`config.mk`:
```
export PLATFORM = sky130hd
export DESIGN_NAME = wide_add_sequencer_flat
export DESIGN_NICKNAME = d
export VERILOG_FILES = /design/src/rtl/wide_add_sequencer_if.sv /design/src/rtl/wide_add_sequencer.sv /design/src/flat_wrapper.sv
export SDC_FILE = /design/constraint.sdc
export NUM_CORES = 1
export LEC_CHECK = 0
export ABC_AREA = 0
export ABC_CLOCK_PERIOD_IN_PS = 1400
export CORE_MARGIN = 4
export CORE_UTILIZATION = 41
export CTS_CLUSTER_SIZE = 12
export DETAILED_ROUTE_END_ITERATION = 10
export GPL_ROUTABILITY_DRIVEN = 0
export GPL_TIMING_DRIVEN = 0
export PLACE_DENSITY = 0.75
export SYNTH_ARGS = -nofsm -noshare
export SYNTH_HDL_FRONTEND = slang
export SYNTH_SLANG_ARGS = --single-unit
```
`constraint.sdc`:
```
create_clock -name clk -period 1.4 [get_ports clk]
set_input_delay 0.14 -clock clk [delete_from_list [all_inputs] [get_ports clk]]
set_output_delay 0.14 -clock clk [all_outputs]
set_load 0.01 [all_outputs]
```
`src/rtl/wide_add_sequencer_if.sv`:
```
// Bundles the request, external-adder and result handshakes of wide_add_sequencer.
// The slave view belongs to the sequencer; the master view belongs to its surroundings.
interface wide_add_sequencer_if #(
    parameter int WORDS = 2
);
    localparam int W = 32 * WORDS;

    logic         in_valid;
    logic         in_ready;
    logic [W-1:0] in_a;
    logic [W-1:0] in_b;
    logic         in_sub;
    logic         in_cin;

    logic [31:0]  add_a;
    logic [31:0]  add_b;
    logic         add_cin;
    logic [31:0]  add_sum;
    logic         add_cout;
    logic         add_ovf;

    logic         out_valid;
    logic         out_ready;
    logic [W-1:0] out_result;
    logic         out_cout;
    logic         out_ovf;
    logic         out_zero;

    modport slave (
        input  in_valid, in_a, in_b, in_sub, in_cin,
        output in_ready,
        output add_a, add_b, add_cin,
        input  add_sum, add_cout, add_ovf,
        output out_valid, out_result, out_cout, out_ovf, out_zero,
        input  out_ready
    );

    modport master (
        output in_valid, in_a, in_b, in_sub, in_cin,
        input  in_ready,
        input  add_a, add_b, add_cin,
        output add_sum, add_cout, add_ovf,
        input  out_valid, out_result, out_cout, out_ovf, out_zero,
        output out_ready
    );
endinterface

```
`src/rtl/wide_add_sequencer.sv`:
```
// Wide add/subtract built by walking one 32-bit word per cycle through an external
// ripple-carry adder, chaining the carry, and presenting the result on a valid/ready port.
module wide_add_sequencer #(
    parameter int WORDS = 2
) (
    input  logic                 clk,
    input  logic                 rst,
    wide_add_sequencer_if.slave  bus
);
    localparam int W    = 32 * WORDS;
    localparam int IDXW = (WORDS > 1) ? $clog2(WORDS) : 1;
    localparam logic [IDXW-1:0] LAST_IDX = IDXW'(WORDS - 1);

    typedef enum logic [1:0] {
        IDLE,
        RUN,
        DONE
    } state_t;

    state_t          state_q;
    logic [IDXW-1:0] idx_q;
    logic            carry_q;
    logic [W-1:0]    opA_q;
    logic [W-1:0]    opB_q;
    logic            sub_q;
    logic [W-1:0]    acc_q;
    logic [W-1:0]    acc_d;
    logic            nonZero_q;

    logic            outValid_q;
    logic [W-1:0]    outResult_q;
    logic            outCout_q;
    logic            outOvf_q;
    logic            outZero_q;

    logic [31:0]     addA;
    logic [31:0]     addB;
    logic            addCin;

    // Subtraction is A + ~B + 1: the +1 enters as the initial carry loaded at accept.
    always_comb begin
        addA   = '0;
        addB   = '0;
        addCin = 1'b0;
        acc_d  = acc_q;
        acc_d[32*idx_q +: 32] = bus.add_sum;
        if (state_q == RUN) begin
            addA   = opA_q[32*idx_q +: 32];
            addB   = sub_q ? ~opB_q[32*idx_q +: 32] : opB_q[32*idx_q +: 32];
            addCin = carry_q;
        end
    end

    always_ff @(posedge clk) begin
        if (rst) begin
            state_q     <= IDLE;
            idx_q       <= '0;
            carry_q     <= 1'b0;
            opA_q       <= '0;
            opB_q       <= '0;
            sub_q       <= 1'b0;
            acc_q       <= '0;
            nonZero_q   <= 1'b0;
            outValid_q  <= 1'b0;
            outResult_q <= '0;
            outCout_q   <= 1'b0;
            outOvf_q    <= 1'b0;
            outZero_q   <= 1'b1;
        end else begin
            case (state_q)
                IDLE: begin
                    if (bus.in_valid) begin
                        opA_q     <= bus.in_a;
                        opB_q     <= bus.in_b;
                        sub_q     <= bus.in_sub;
                        carry_q   <= bus.in_sub ? 1'b1 : bus.in_cin;
                        idx_q     <= '0;
                        nonZero_q <= 1'b0;
                        state_q   <= RUN;
                    end
                end
                RUN: begin
                    acc_q     <= acc_d;
                    carry_q   <= bus.add_cout;
                    nonZero_q <= nonZero_q | (bus.add_sum != 32'd0);
                    // Overflow is meaningful only on the top word, which is the last one processed.
                    if (idx_q == LAST_IDX) begin
                        outResult_q <= acc_d;
                        outCout_q   <= bus.add_cout;
                        outOvf_q    <= bus.add_ovf;
                        outZero_q   <= !nonZero_q && (bus.add_sum == 32'd0);
                        outValid_q  <= 1'b1;
                        state_q     <= DONE;
                    end else begin
                        idx_q <= idx_q + IDXW'(1);
                    end
                end
                DONE: begin
                    if (bus.out_ready) begin
                        outValid_q <= 1'b0;
                        state_q    <= IDLE;
                    end
                end
                default: begin
                    state_q <= IDLE;
                end
            endcase
        end
    end

    assign bus.in_ready   = (state_q == IDLE);
    assign bus.add_a      = addA;
    assign bus.add_b      = addB;
    assign bus.add_cin    = addCin;
    assign bus.out_valid  = outValid_q;
    assign bus.out_result = outResult_q;
    assign bus.out_cout   = outCout_q;
    assign bus.out_ovf    = outOvf_q;
    assign bus.out_zero   = outZero_q;
endmodule

```
`src/flat_wrapper.sv`:
```
// flat-port wrapper written by rule: the top's interface ports become plain ports
module wide_add_sequencer_flat 
#(
    parameter int WORDS = 2
)
  (clk, rst, bus_in_valid, bus_in_a, bus_in_b, bus_in_sub, bus_in_cin, bus_in_ready, bus_add_a, bus_add_b, bus_add_cin, bus_add_sum, bus_add_cout, bus_add_ovf, bus_out_valid, bus_out_result, bus_out_cout, bus_out_ovf, bus_out_zero, bus_out_ready);
  wide_add_sequencer_if #(.WORDS(WORDS)) bus_i ();
  input  logic clk;
  input  logic rst;
  input wire logic [$bits(bus_i.in_valid)-1:0] bus_in_valid;
  input wire logic [$bits(bus_i.in_a)-1:0] bus_in_a;
  input wire logic [$bits(bus_i.in_b)-1:0] bus_in_b;
  input wire logic [$bits(bus_i.in_sub)-1:0] bus_in_sub;
  input wire logic [$bits(bus_i.in_cin)-1:0] bus_in_cin;
  output wire logic [$bits(bus_i.in_ready)-1:0] bus_in_ready;
  output wire logic [$bits(bus_i.add_a)-1:0] bus_add_a;
  output wire logic [$bits(bus_i.add_b)-1:0] bus_add_b;
  output wire logic [$bits(bus_i.add_cin)-1:0] bus_add_cin;
  input wire logic [$bits(bus_i.add_sum)-1:0] bus_add_sum;
  input wire logic [$bits(bus_i.add_cout)-1:0] bus_add_cout;
  input wire logic [$bits(bus_i.add_ovf)-1:0] bus_add_ovf;
  output wire logic [$bits(bus_i.out_valid)-1:0] bus_out_valid;
  output wire logic [$bits(bus_i.out_result)-1:0] bus_out_result;
  output wire logic [$bits(bus_i.out_cout)-1:0] bus_out_cout;
  output wire logic [$bits(bus_i.out_ovf)-1:0] bus_out_ovf;
  output wire logic [$bits(bus_i.out_zero)-1:0] bus_out_zero;
  input wire logic [$bits(bus_i.out_ready)-1:0] bus_out_ready;
  assign bus_i.in_valid = bus_in_valid;
  assign bus_i.in_a = bus_in_a;
  assign bus_i.in_b = bus_in_b;
  assign bus_i.in_sub = bus_in_sub;
  assign bus_i.in_cin = bus_in_cin;
  assign bus_in_ready = bus_i.in_ready;
  assign bus_add_a = bus_i.add_a;
  assign bus_add_b = bus_i.add_b;
  assign bus_add_cin = bus_i.add_cin;
  assign bus_i.add_sum = bus_add_sum;
  assign bus_i.add_cout = bus_add_cout;
  assign bus_i.add_ovf = bus_add_ovf;
  assign bus_out_valid = bus_i.out_valid;
  assign bus_out_result = bus_i.out_result;
  assign bus_out_cout = bus_i.out_cout;
  assign bus_out_ovf = bus_i.out_ovf;
  assign bus_out_zero = bus_i.out_zero;
  assign bus_i.out_ready = bus_out_ready;
  wide_add_sequencer #(.WORDS(WORDS)) u_core (.clk(clk), .rst(rst), .bus(bus_i));
endmodule
```
==> impl_metrics.py <==
metrics = {
    "run_status": {
        "run_status": "complete, but fails checks",
        "failed_checks": "setup timing",
    },
    "detailed_routing": {
        "drt.antenna.violating_nets": 0,
        "detailroute.via_count": 10263,
        "detailedRoute.firstIterationViolations": 564,
        "via_density_per_instance": 5.36,
        "detail_route.wl_per_cell_um": 20.5,
        "detail_route.first_pass.iterations": 4,
        "total_routed_length_um": 39100,
        "remaining_drcs": 0,
    },
    "floorplan": {
        "die_height_um": 159,
        "core_box_area_mm2": 0.0221,
        "floorplan.io_pins": 302,
        "horizontal_extent_of_the_die_um": 159,
        "initial_utilization": 0.423,
        "die_area_mm2": 0.0253,
        "rows": 54,
    },
    "placed_design": {
        "place.port_buffers": 300,
        "dp_cells": 1796,
        "hpwl_um": 23700,
    },
    "power": {
        "power_total_mw": 17.8,
        "vdd.ir_drop.worst_uv": 720,
        "power_per_cell_area_mw_per_mm2": 1060,
        "power_leakage_nw": 6.91,
    },
    "grt": {
        "globalRouteOverflowTotal": 0,
        "wire_length_of_the_first_global_routing_pass_um": 52000,
        "grtUsageTotal": 0.251,
        "antenna_found_initial": 1,
        "grt_pass1_vias": 9753,
        "grt_max_degree": 13,
    },
    "finish": {
        "layout.nets": 1783,
        "fraction_of_final_layout_cells_with_drive_strength_greater_than_1": 0.358,
        "end_of_flow_core_utilization": 0.760,
        "leading_cell_types_in_the_layout_fill_and_taps_excluded": "307 x sky130_fd_sc_hd__nand2_1, 231 x sky130_fd_sc_hd__dfxtp_1, 166 x sky130_fd_sc_hd__clkdlybuf4s50_1",
        "layout_commonest_cell": "sky130_fd_sc_hd__nand2_1",
        "fillCellCount": 1441,
        "layoutNonFillerInstCount": 1913,
        "area_delta_synth_final_pct": 79.6,
    },
    "clocking": {
        "htreeDepth": 1,
        "numCtsBuffers": 25,
        "clk_pin_slew_worst_paths_ps": 60,
        "worstSkewPairLatency_ps": 530,
        "clock_sinks": 234,
        "cts_tree": "done",
        "holdBufCountCts": 0,
        "clock_tree.buffer_depth": 3,
        "clockRootBuffer": "sky130_fd_sc_hd__clkbuf_16",
    },
    "timing": {
        "worst_clock_skew_ps": 12.3,
        "maxClockFrequency_mhz": 493,
        "finalSetupViolations": 296,
        "timing.hold.ws_ps": 62.5,
        "period_minus_slack_ps": 2030,
        "setup-tns-final_ps": -64860,
        "report.final.slew_viol_count": 0,
        "rsz0062_at_grt": "true",
        "hold_viol_final": 0,
        "timing.final.ws_setup_ps": -628,
        "max_slew_margin": 0.422,
        "max_slew.worst_pin.slew_ps": 867,
        "post-route-period-util": 1.45,
    },
    "logic_synthesis": {
        "syn-num-nets": 1384,
        "synth_cell_type_count": 24,
        "synthesis.area_mm2": 0.00935,
        "synth_sequential_area_ratio": 0.501,
        "syn-instance-count": 1216,
        "netlist.area_leader.share": 0.501,
        "synth.yosys.warnings": 0,
        "yosysTopAreaCell": "sky130_fd_sc_hd__dfxtp_1",
        "synth.ff_latch_count": 234,
        "dominant_cells_by_area_after_synthesis": "sky130_fd_sc_hd__dfxtp_1 50%, sky130_fd_sc_hd__nand2_1 18%, sky130_fd_sc_hd__a21oi_1 12%",
        "synth_area_per_cell_um2": 7.69,
    },
    "worst_setup_path": {
        "crit_path_max_fanout": 10,
        "timing.setup.critical_path_class": "reg -> out",
        "worst-endpoint-arrival_ps": 1890,
        "endpoint_kind": "primary output",
        "required_ps": 1260,
        "critical_path.startpoint_type": "flop",
    },
    "worst_hold_path": {
        "class_of_the_worst_hold_path": "in -> reg",
    },
    "job": {
        "max-cap-violations": 0,
    },
}
[cell usage after synthesis]
master and n:
sky130_fd_sc_hd__nand2_1 458, sky130_fd_sc_hd__dfxtp_1 234, sky130_fd_sc_hd__a21oi_1 232, sky130_fd_sc_hd__nor2_1 72, sky130_fd_sc_hd__mux2i_1 65, sky130_fd_sc_hd__buf_2 47, sky130_fd_sc_hd__clkbuf_1 45, sky130_fd_sc_hd__xor2_1 32
sky130_fd_sc_hd__buf_1 6, sky130_fd_sc_hd__nor4_1 6, sky130_fd_sc_hd__nor3_1 3, sky130_fd_sc_hd__and2_1 2, sky130_fd_sc_hd__nand2b_1 2, sky130_fd_sc_hd__nand3_1 2, sky130_fd_sc_hd__a21o_1 1, sky130_fd_sc_hd__a311oi_1 1
sky130_fd_sc_hd__a31o_1 1, sky130_fd_sc_hd__a31oi_1 1, sky130_fd_sc_hd__inv_1 1, sky130_fd_sc_hd__nand2_2 1, sky130_fd_sc_hd__nand4_1 1, sky130_fd_sc_hd__nor2b_1 1, sky130_fd_sc_hd__o21ai_0 1, sky130_fd_sc_hd__or4_1 1
[kinds of logic (layout without fill, tap and decap cells)]
family | count (synthesis) | count (layout) | synth area share
and+or+nand+nor | 549 | 550 | 0.225
AOI/OAI and AO/OA | 237 | 237 | 0.128
DFF | 234 | 234 | 0.501
buffers and inverters | 99 | 514 | 0.0461
muxes | 65 | 65 | 0.0696
xor gates and xnor gates | 32 | 32 | 0.0300
other | 0 | 1 | 0
[power by group]
part           leakage [nW]  internal, mW  switching (mW)
sequential             1.91          7.01           0.331
clock                 0.367          3.65            2.69
combinational          4.63          2.09            2.00
[through the flow]
stage	setup slack, ps	cell area, um^2
final	-628	16800
after global routing	-686	16800
after CTS	-658	14600
after detailed placement	-1070	12700
after global placement	-1090	12700
after floorplan	-14.3	9350
[metal layers]
metal	vias up	GRT usage	wire (um)
li1	4753	-	-
met4	0	0.0935	1770
met5	-	0	0
met3	116	0.0541	2630
met2	451	0.441	19700
met1	4943	0.302	15000
[flip-flops by register name, summed over array words and instances (netlist names)]
| signal | cells |
|---|---|
| u_core.bus.out_result | 64 |
| u_core.opA_q | 64 |
| u_core.opB_q | 64 |
| u_core.acc_q | 32 |
| u_core.state_q | 2 |
| u_core.bus.out_cout | 1 |
| u_core.bus.out_ovf | 1 |
| u_core.bus.out_valid | 1 |
| u_core.bus.out_zero | 1 |
| u_core.carry_q | 1 |
| u_core.idx_q | 1 |
| u_core.nonZero_q | 1 |
| u_core.sub_q | 1 |
[final cells by class]
type	count	area (um^2)	area share
clock inverter	4	51.3	0.00306
clock buffer	40	712	0.0424
timing repair buffer	379	3930	0.234
buffer	90	991	0.0590
antenna	1	2.50	0.000149
tap	280	350	0.0209
multi-input combinational	884	6050	0.360
sequential	234	4700	0.280
inverter	1	7.51	0.000447
[what timing repair did]
item                                    in CTS  in global routing
endpoints found under the setup margin     366                285
cloned                                      12                 24
endpoints found under the hold margin        0                  0
resized for setup                          494                546
setup buffers                               23                 27
pin swaps                                   56                209
[worst max-delay path, stage by stage (launching register included)]
cell	delay, ps
sky130_fd_sc_hd__dfxtp_4	430
sky130_fd_sc_hd__buf_12	180
sky130_fd_sc_hd__buf_4	130
sky130_fd_sc_hd__mux2i_1	220
sky130_fd_sc_hd__xor2_1	190
sky130_fd_sc_hd__nor2_1	60
sky130_fd_sc_hd__buf_2	150
[final timing paths]
kind,slack [ps],startpoint,end,cells past startpoint
worst min register to register,450,u_core.bus.out_result[29]$_SDFFE_PP0P_,u_core.bus.out_result[29]$_SDFFE_PP0P_,2
worst max register to register,-300,u_core.idx_q$_SDFFE_PP0P_,u_core.bus.out_cout$_SDFFE_PP0P_,8
worst max-delay path,-630,u_core.idx_q$_SDFFE_PP0P_,bus_add_b[11],6
worst min-delay path,60,rst,u_core.bus.out_zero$_SDFFE_PP1P_,3
(Power assumes the default switching activity.)
